--- src/rtl/pow5_sum_accum.sv ---
`default_nettype none
// ============================================================================
// Module   : pow5_sum_accum
// Brief    : Sums ACC_LEN consecutive valid pow5 results into one frame sum.
//            Each sum is offered on a valid/ready port. The upstream stage
//            cannot be stalled, so a frame that completes while the output
//            still holds an unconsumed sum is discarded and flagged on drop_o.
// Options  : POW5_SUM_ACCUM_DROP_CNT_EN adds drop_cnt_o, a saturating 8-bit
//            count of discarded frames.
// Revision : 1.0 - initial release
// ============================================================================
module pow5_sum_accum #(
    parameter int DATA_WIDTH = 8,
    parameter int IN_WIDTH   = 5 * DATA_WIDTH,
    parameter int ACC_LEN    = 4,
    parameter int SUM_WIDTH  = IN_WIDTH + $clog2(ACC_LEN)
) (
    input  logic                       clk_i,
    input  logic                       rst_i,
    input  logic [IN_WIDTH-1:0]        pow_data_i,
    input  logic                       data_valid_i,
    output logic [SUM_WIDTH-1:0]       sum_o,
    output logic                       sum_valid_o,
    input  logic                       sum_ready_i,
    output logic [$clog2(ACC_LEN)-1:0] sample_cnt_o,
    output logic                       drop_o
`ifdef POW5_SUM_ACCUM_DROP_CNT_EN
    ,
    output logic [7:0]                 drop_cnt_o
`endif
);

    localparam int CNT_WIDTH = $clog2(ACC_LEN);
    localparam logic [CNT_WIDTH-1:0] c_last_idx = CNT_WIDTH'(ACC_LEN - 1);

    // The output register is either empty (accumulating only) or full.
    typedef enum logic [0:0] {
        IDLE_ACC = 1'b0,
        HOLD     = 1'b1
    } state_t;

    state_t                 state_q, state_d;
    logic [SUM_WIDTH-1:0]   acc_q, acc_d;
    logic [CNT_WIDTH-1:0]   cnt_q, cnt_d;
    logic [SUM_WIDTH-1:0]   sum_q, sum_d;
    logic                   drop_q, drop_d;

    logic                   w_complete;
    logic                   w_handshake;
    logic [SUM_WIDTH-1:0]   w_frame_sum;

    // Running sum including the current sample; equals the frame sum on completion.
    always_comb begin
        w_frame_sum = acc_q + SUM_WIDTH'(pow_data_i);
        w_complete  = data_valid_i && (cnt_q == c_last_idx);
        w_handshake = (state_q == HOLD) && sum_ready_i;
    end

    // Accumulator and sample counter run regardless of the output state.
    always_comb begin
        acc_d = acc_q;
        cnt_d = cnt_q;
        if (data_valid_i) begin
            if (w_complete) begin
                acc_d = '0;
                cnt_d = '0;
            end else begin
                acc_d = w_frame_sum;
                cnt_d = cnt_q + CNT_WIDTH'(1);
            end
        end
    end

    // Output-slot control: load, hold, release or discard a finished frame.
    always_comb begin
        state_d = state_q;
        sum_d   = sum_q;
        drop_d  = 1'b0;
        case (state_q)
            IDLE_ACC: begin
                if (w_complete) begin
                    sum_d   = w_frame_sum;
                    state_d = HOLD;
                end
            end
            HOLD: begin
                if (w_handshake && w_complete) begin
                    sum_d = w_frame_sum;
                end else if (w_handshake) begin
                    state_d = IDLE_ACC;
                end else if (w_complete) begin
                    drop_d = 1'b1;
                end
            end
            default: begin
                state_d = IDLE_ACC;
            end
        endcase
    end

    // State registers; reset discards any partial frame and held sum.
    always_ff @(posedge clk_i or negedge rst_i) begin
        if (!rst_i) begin
            state_q <= IDLE_ACC;
            acc_q   <= '0;
            cnt_q   <= '0;
            sum_q   <= '0;
            drop_q  <= 1'b0;
        end else begin
            state_q <= state_d;
            acc_q   <= acc_d;
            cnt_q   <= cnt_d;
            sum_q   <= sum_d;
            drop_q  <= drop_d;
        end
    end

`ifdef POW5_SUM_ACCUM_DROP_CNT_EN
    logic [7:0] drop_cnt_q, drop_cnt_d;

    // Saturating count of discarded frames.
    always_comb begin
        drop_cnt_d = drop_cnt_q;
        if (drop_d && (drop_cnt_q != 8'hFF)) begin
            drop_cnt_d = drop_cnt_q + 8'd1;
        end
    end

    // Drop counter register.
    always_ff @(posedge clk_i or negedge rst_i) begin
        if (!rst_i) begin
            drop_cnt_q <= 8'd0;
        end else begin
            drop_cnt_q <= drop_cnt_d;
        end
    end

    assign drop_cnt_o = drop_cnt_q;
`endif

    assign sum_o        = sum_q;
    assign sum_valid_o  = (state_q == HOLD);
    assign sample_cnt_o = cnt_q;
    assign drop_o       = drop_q;

endmodule
`default_nettype wire

--- config.mk ---
export PLATFORM = sky130hd
export DESIGN_NAME = pow5_sum_accum
export DESIGN_NICKNAME = d
export VERILOG_FILES = /design/src/rtl/pow5_sum_accum.sv
export SDC_FILE = /design/constraint.sdc
export NUM_CORES = 1
export LEC_CHECK = 0
export CAP_MARGIN = 10
export CORE_MARGIN = 2
export CORE_UTILIZATION = 24
export DETAILED_ROUTE_END_ITERATION = 8
export GPL_TIMING_DRIVEN = 0
export HOLD_SLACK_MARGIN = 0.03
export PLACE_DENSITY = 0.41
export SYNTH_ARGS = -nofsm -noshare
export SYNTH_HDL_FRONTEND = slang
export SYNTH_SLANG_ARGS = --single-unit
--- constraint.sdc ---
create_clock -name clk_i -period 3.25 [get_ports clk_i]
set_input_delay 0.4875 -clock clk_i [delete_from_list [all_inputs] [get_ports clk_i]]
set_output_delay 0.4875 -clock clk_i [all_outputs]
set_load 0.03 [all_outputs]
==> results_dict.tcl, run 1 <==
set metrics [dict create \
    vdd_drop_max_mv 0.337 \
    startpoint_type "primary input" \
    multi_input_area_um2 3070 \
    async_flop_share 1.00 \
    leakagePower_nw 2.96 \
    netlist_area_um2 5450 \
    skew_ns 0.00951 \
    diodes 0 \
    die_w_um 155 \
    grt_pass1_wl_um 26000 \
    clk_latency_ns 0.35 \
    pre_cts_slack_ns -0.574 \
    gr-total-overflow 0 \
    die_h_um 155 \
    vias 4705 \
    cts_buffer_depth 2 \
    power_mw 7.43 \
    ant_nets 0 \
    dieArea_um2 23900 \
    port-buffer-count 89 \
    synth_edf_count 0 \
    yosysWarnings 0 \
    regArea_um2 2200 \
    hpwlAfterDp_um 12400 \
    drt-total-wl_um 16200 \
    postCtsHoldBufs 0 \
    rsz0062_at_grt "false" \
    nets 769 \
    setup_viol 0 \
    synth_top_family_by_area "compound AO/OA/AOI/OAI gates" \
    postSynthCellCount 580 \
    critical-path-max-stage-delay_ns 0.42 \
    whs_ns 0.101 \
    critPathSlowestCell "clkdlybuf4s50_1" \
    ios 90 \
    fin_ws_ns 0.158 \
    initial_core_util 0.243 \
    cts_root_buffer "clkbuf_16" \
    path_clk_slew_ns 0.06 \
    synth_compound_area_frac 0.256 \
    layout-drive-gt1-share 0.0759 \
    end_kind "flop" \
    grt_use_total 0.139 \
    ys_seq_area_frac 0.404 \
    cts_tree "yes" \
    worst_pin_slew_ns 0.629 \
    avgViaCountPerCell 4.85 \
    syn_to_final_growth_pct 29.6 \
    rows 55 \
    timing_hold_violations_final 0 \
    arrival_ns 3.33 \
    grt_pass1_vias 4755 \
    cap_viol_max_count 0 \
    synth_flop_cell "dfrtp_1" \
    powerDensity_nw_per_um2 1050 \
    cts_num_sinks 88 \
    synth_xor_area_frac 0.0594 \
    fin_crit_sh 0.951 \
    grt_max_degree 56 \
    antenna_found_initial 0 \
    fin_area_um2 7060 \
    yosys.area_share.simple 0.132 \
    wl_per_cell_um 16.7 \
    h-tree-depth 3 \
    dpl_cell_area_um2 6720 \
    hp-class "primary input to async pin" \
    critPathRequiredTime_ns 3.49 \
    outcome "complete, no violations" \
    synth-seq-cells 88 \
    synthMuxAreaShare 0.00987 \
    yosys.area_share.adder 0.0978 \
    fill_cells 2338 \
    synth_area_per_cell_um2 9.40 \
    fmax_ghz 0.323 \
    final_cell_mix "dfrtp_1, clkdlybuf4s50_1, nand2_1" \
    critPathKind "primary input to flop" \
    gp_congestion 0.818 \
    core_um2 22400 \
    synthDistinctLibCells 62 \
    min_period_ns 3.09 \
    drcViolationCount 0 \
    syn-num-nets 666 \
    slew_headroom 0.580 \
    initialDrtViolationCount 205 \
    detail_route.first_pass.iterations 4 \
    final_max_slew_viol_count 0 \
    cts_buffers 9 \
    crit_chain "clkdlybuf4s50_1 > ha_1 > a21oi_1 > o21ai_1 > or2_0 > a41oi_1 > a31oi_4 > a221oi_2 > nor4b_4 > or3_1 > a31o_2" \
    worstPathMaxFanout 6 \
]
==> stage by stage <==
stage | util | TNS [ns] | instances
4_1_cts | 0.313 | -0.0329 | 969
6_report | 0.315 | 0 | 970
3_3_place_gp | 0.299 | -176.48 | 954
3_5_place_dp | 0.300 | -5.17 | 955
2_1_floorplan | - | 0 | 580
5_1_grt | 0.315 | 0 | 970
==> kinds of logic after synthesis <==
| group | after synthesis |
|---|---|
| compound gates | 208 |
| xor+xnor | 37 |
| fa+ha+maj | 42 |
| buf+inv | 43 |
| flops | 88 |
| mux | 5 |
| simple gates | 157 |
==> registers in the layout, summed over array words and instances, names as in the netlist <==
register and count:
sum_o 42, sample_cnt_o 2, drop_o 1, sum_valid_o 1, acc_q 42
==> synthesized netlist by cell type (2+ instances only) <==
master / n / share of area
clkbuf_8: 3 / 0.0076
and3_1: 4 / 0.0046
clkbuf_1: 17 / 0.012
nor3_1: 6 / 0.0055
ha_1: 41 / 0.094
o21a_1: 5 / 0.0069
nand4_1: 8 / 0.0092
a21oi_1: 50 / 0.046
dfrtp_1: 88 / 0.40
a31oi_2: 2 / 0.0046
a21oi_2: 2 / 0.0032
nand2_1: 81 / 0.056
mux2i_1: 2 / 0.0037
o211ai_1: 3 / 0.0041
nand3_1: 9 / 0.0083
o221ai_1: 2 / 0.0032
o21ai_0: 57 / 0.052
inv_1: 17 / 0.012
or2_2: 2 / 0.0023
nor2_1: 21 / 0.014
a31o_2: 4 / 0.0064
a21o_1: 9 / 0.012
and2_1: 4 / 0.0046
xor2_1: 11 / 0.018
o21bai_1: 9 / 0.012
nand2b_1: 4 / 0.0046
buf_6: 3 / 0.0062
or3_1: 5 / 0.0057
a21boi_0: 2 / 0.0028
mux2_2: 3 / 0.0062
nor3b_1: 2 / 0.0028
xnor2_1: 26 / 0.042
nor2b_1: 6 / 0.0069
a31oi_1: 6 / 0.0069
o21ai_2: 2 / 0.0032
o2bb2ai_1: 34 / 0.055
o31ai_1: 4 / 0.0055
a211oi_1: 2 / 0.0028
==> worst max-delay path, delay by kind of cell <==
kind / cells / cell delay (ns)
compound gates: 6 / 1.35
simple gates: 3 / 0.66
buf+inv: 1 / 0.42
fa+ha+maj: 1 / 0.39
==> power breakdown <==
group	switching [mW]	internal (mW)	total (mW)	leakage (nW)
Clock	0.440	0.606	1.05	0.135
Sequential	0.285	1.60	1.89	1.10
Combinational	2.65	1.85	4.50	1.72
==> timing repair <==
action	4_1_cts	5_1_grt
pin swaps	2	7
hold endpoints to repair	0	0
cloned	0	0
gates resized for setup	1	11
setup buffers	1	1
endpoints found under the setup margin	7	13
==> area by class of cell <==
| type | instances | share of cell area |
|---|---|---|
| Sequential cell | 88 | 0.312 |
| Clock buffer | 12 | 0.0349 |
| Clock inverter | 1 | 0.00425 |
| Multi-Input combinational cell | 449 | 0.435 |
| Timing Repair Buffer | 92 | 0.132 |
| Buffer | 25 | 0.0218 |
| Inverter | 18 | 0.00956 |
| Tap cell | 285 | 0.0505 |
==> final timing paths <==
path	start	end	slack, ns	cells past startpoint
worst max-delay path	pow_data_i[21]	sum_o[40]	0.16	11
worst min register to register	sum_o[16]	sum_o[16]	0.48	2
worst max register to register	acc_q[21]	sum_o[40]	0.36	10
min in group clk_i	sum_o[16]	sum_o[16]	0.48	2
worst min-delay path	rst_i	sum_o[36]	0.10	1
max in group asynchronous	rst_i	acc_q[12]	2.48	2
==> routing by layer <==
| metal | track usage | wire length [um] |
|---|---|---|
| met5 | 0 | 0 |
| met4 | 0.0432 | 286 |
| met3 | 0.0311 | 717 |
| met2 | 0.213 | 7090 |
| met1 | 0.195 | 8090 |
Note: power is estimated with default switching activity, not from simulation.
==> run 2: changes to the inputs <==
--- a/config.mk
+++ b/config.mk
@@ -5,7 +5,6 @@
 export SDC_FILE = /design/constraint.sdc
 export NUM_CORES = 1
 export LEC_CHECK = 0
-export CAP_MARGIN = 10
 export CORE_MARGIN = 2
 export CORE_UTILIZATION = 24
 export DETAILED_ROUTE_END_ITERATION = 8
==> results of run 2 <==
No change in the layout: final DEF, timing and power equal those of run 1.
==> run 3: changes to the inputs <==
--- a/config.mk
+++ b/config.mk
@@ -5,6 +5,7 @@
 export SDC_FILE = /design/constraint.sdc
 export NUM_CORES = 1
 export LEC_CHECK = 0
+export ABC_CLOCK_PERIOD_IN_PS = 3250
 export CORE_MARGIN = 2
 export CORE_UTILIZATION = 24
 export DETAILED_ROUTE_END_ITERATION = 8
==> results of run 3 <==
No change in the layout: final DEF, timing and power equal those of run 1.
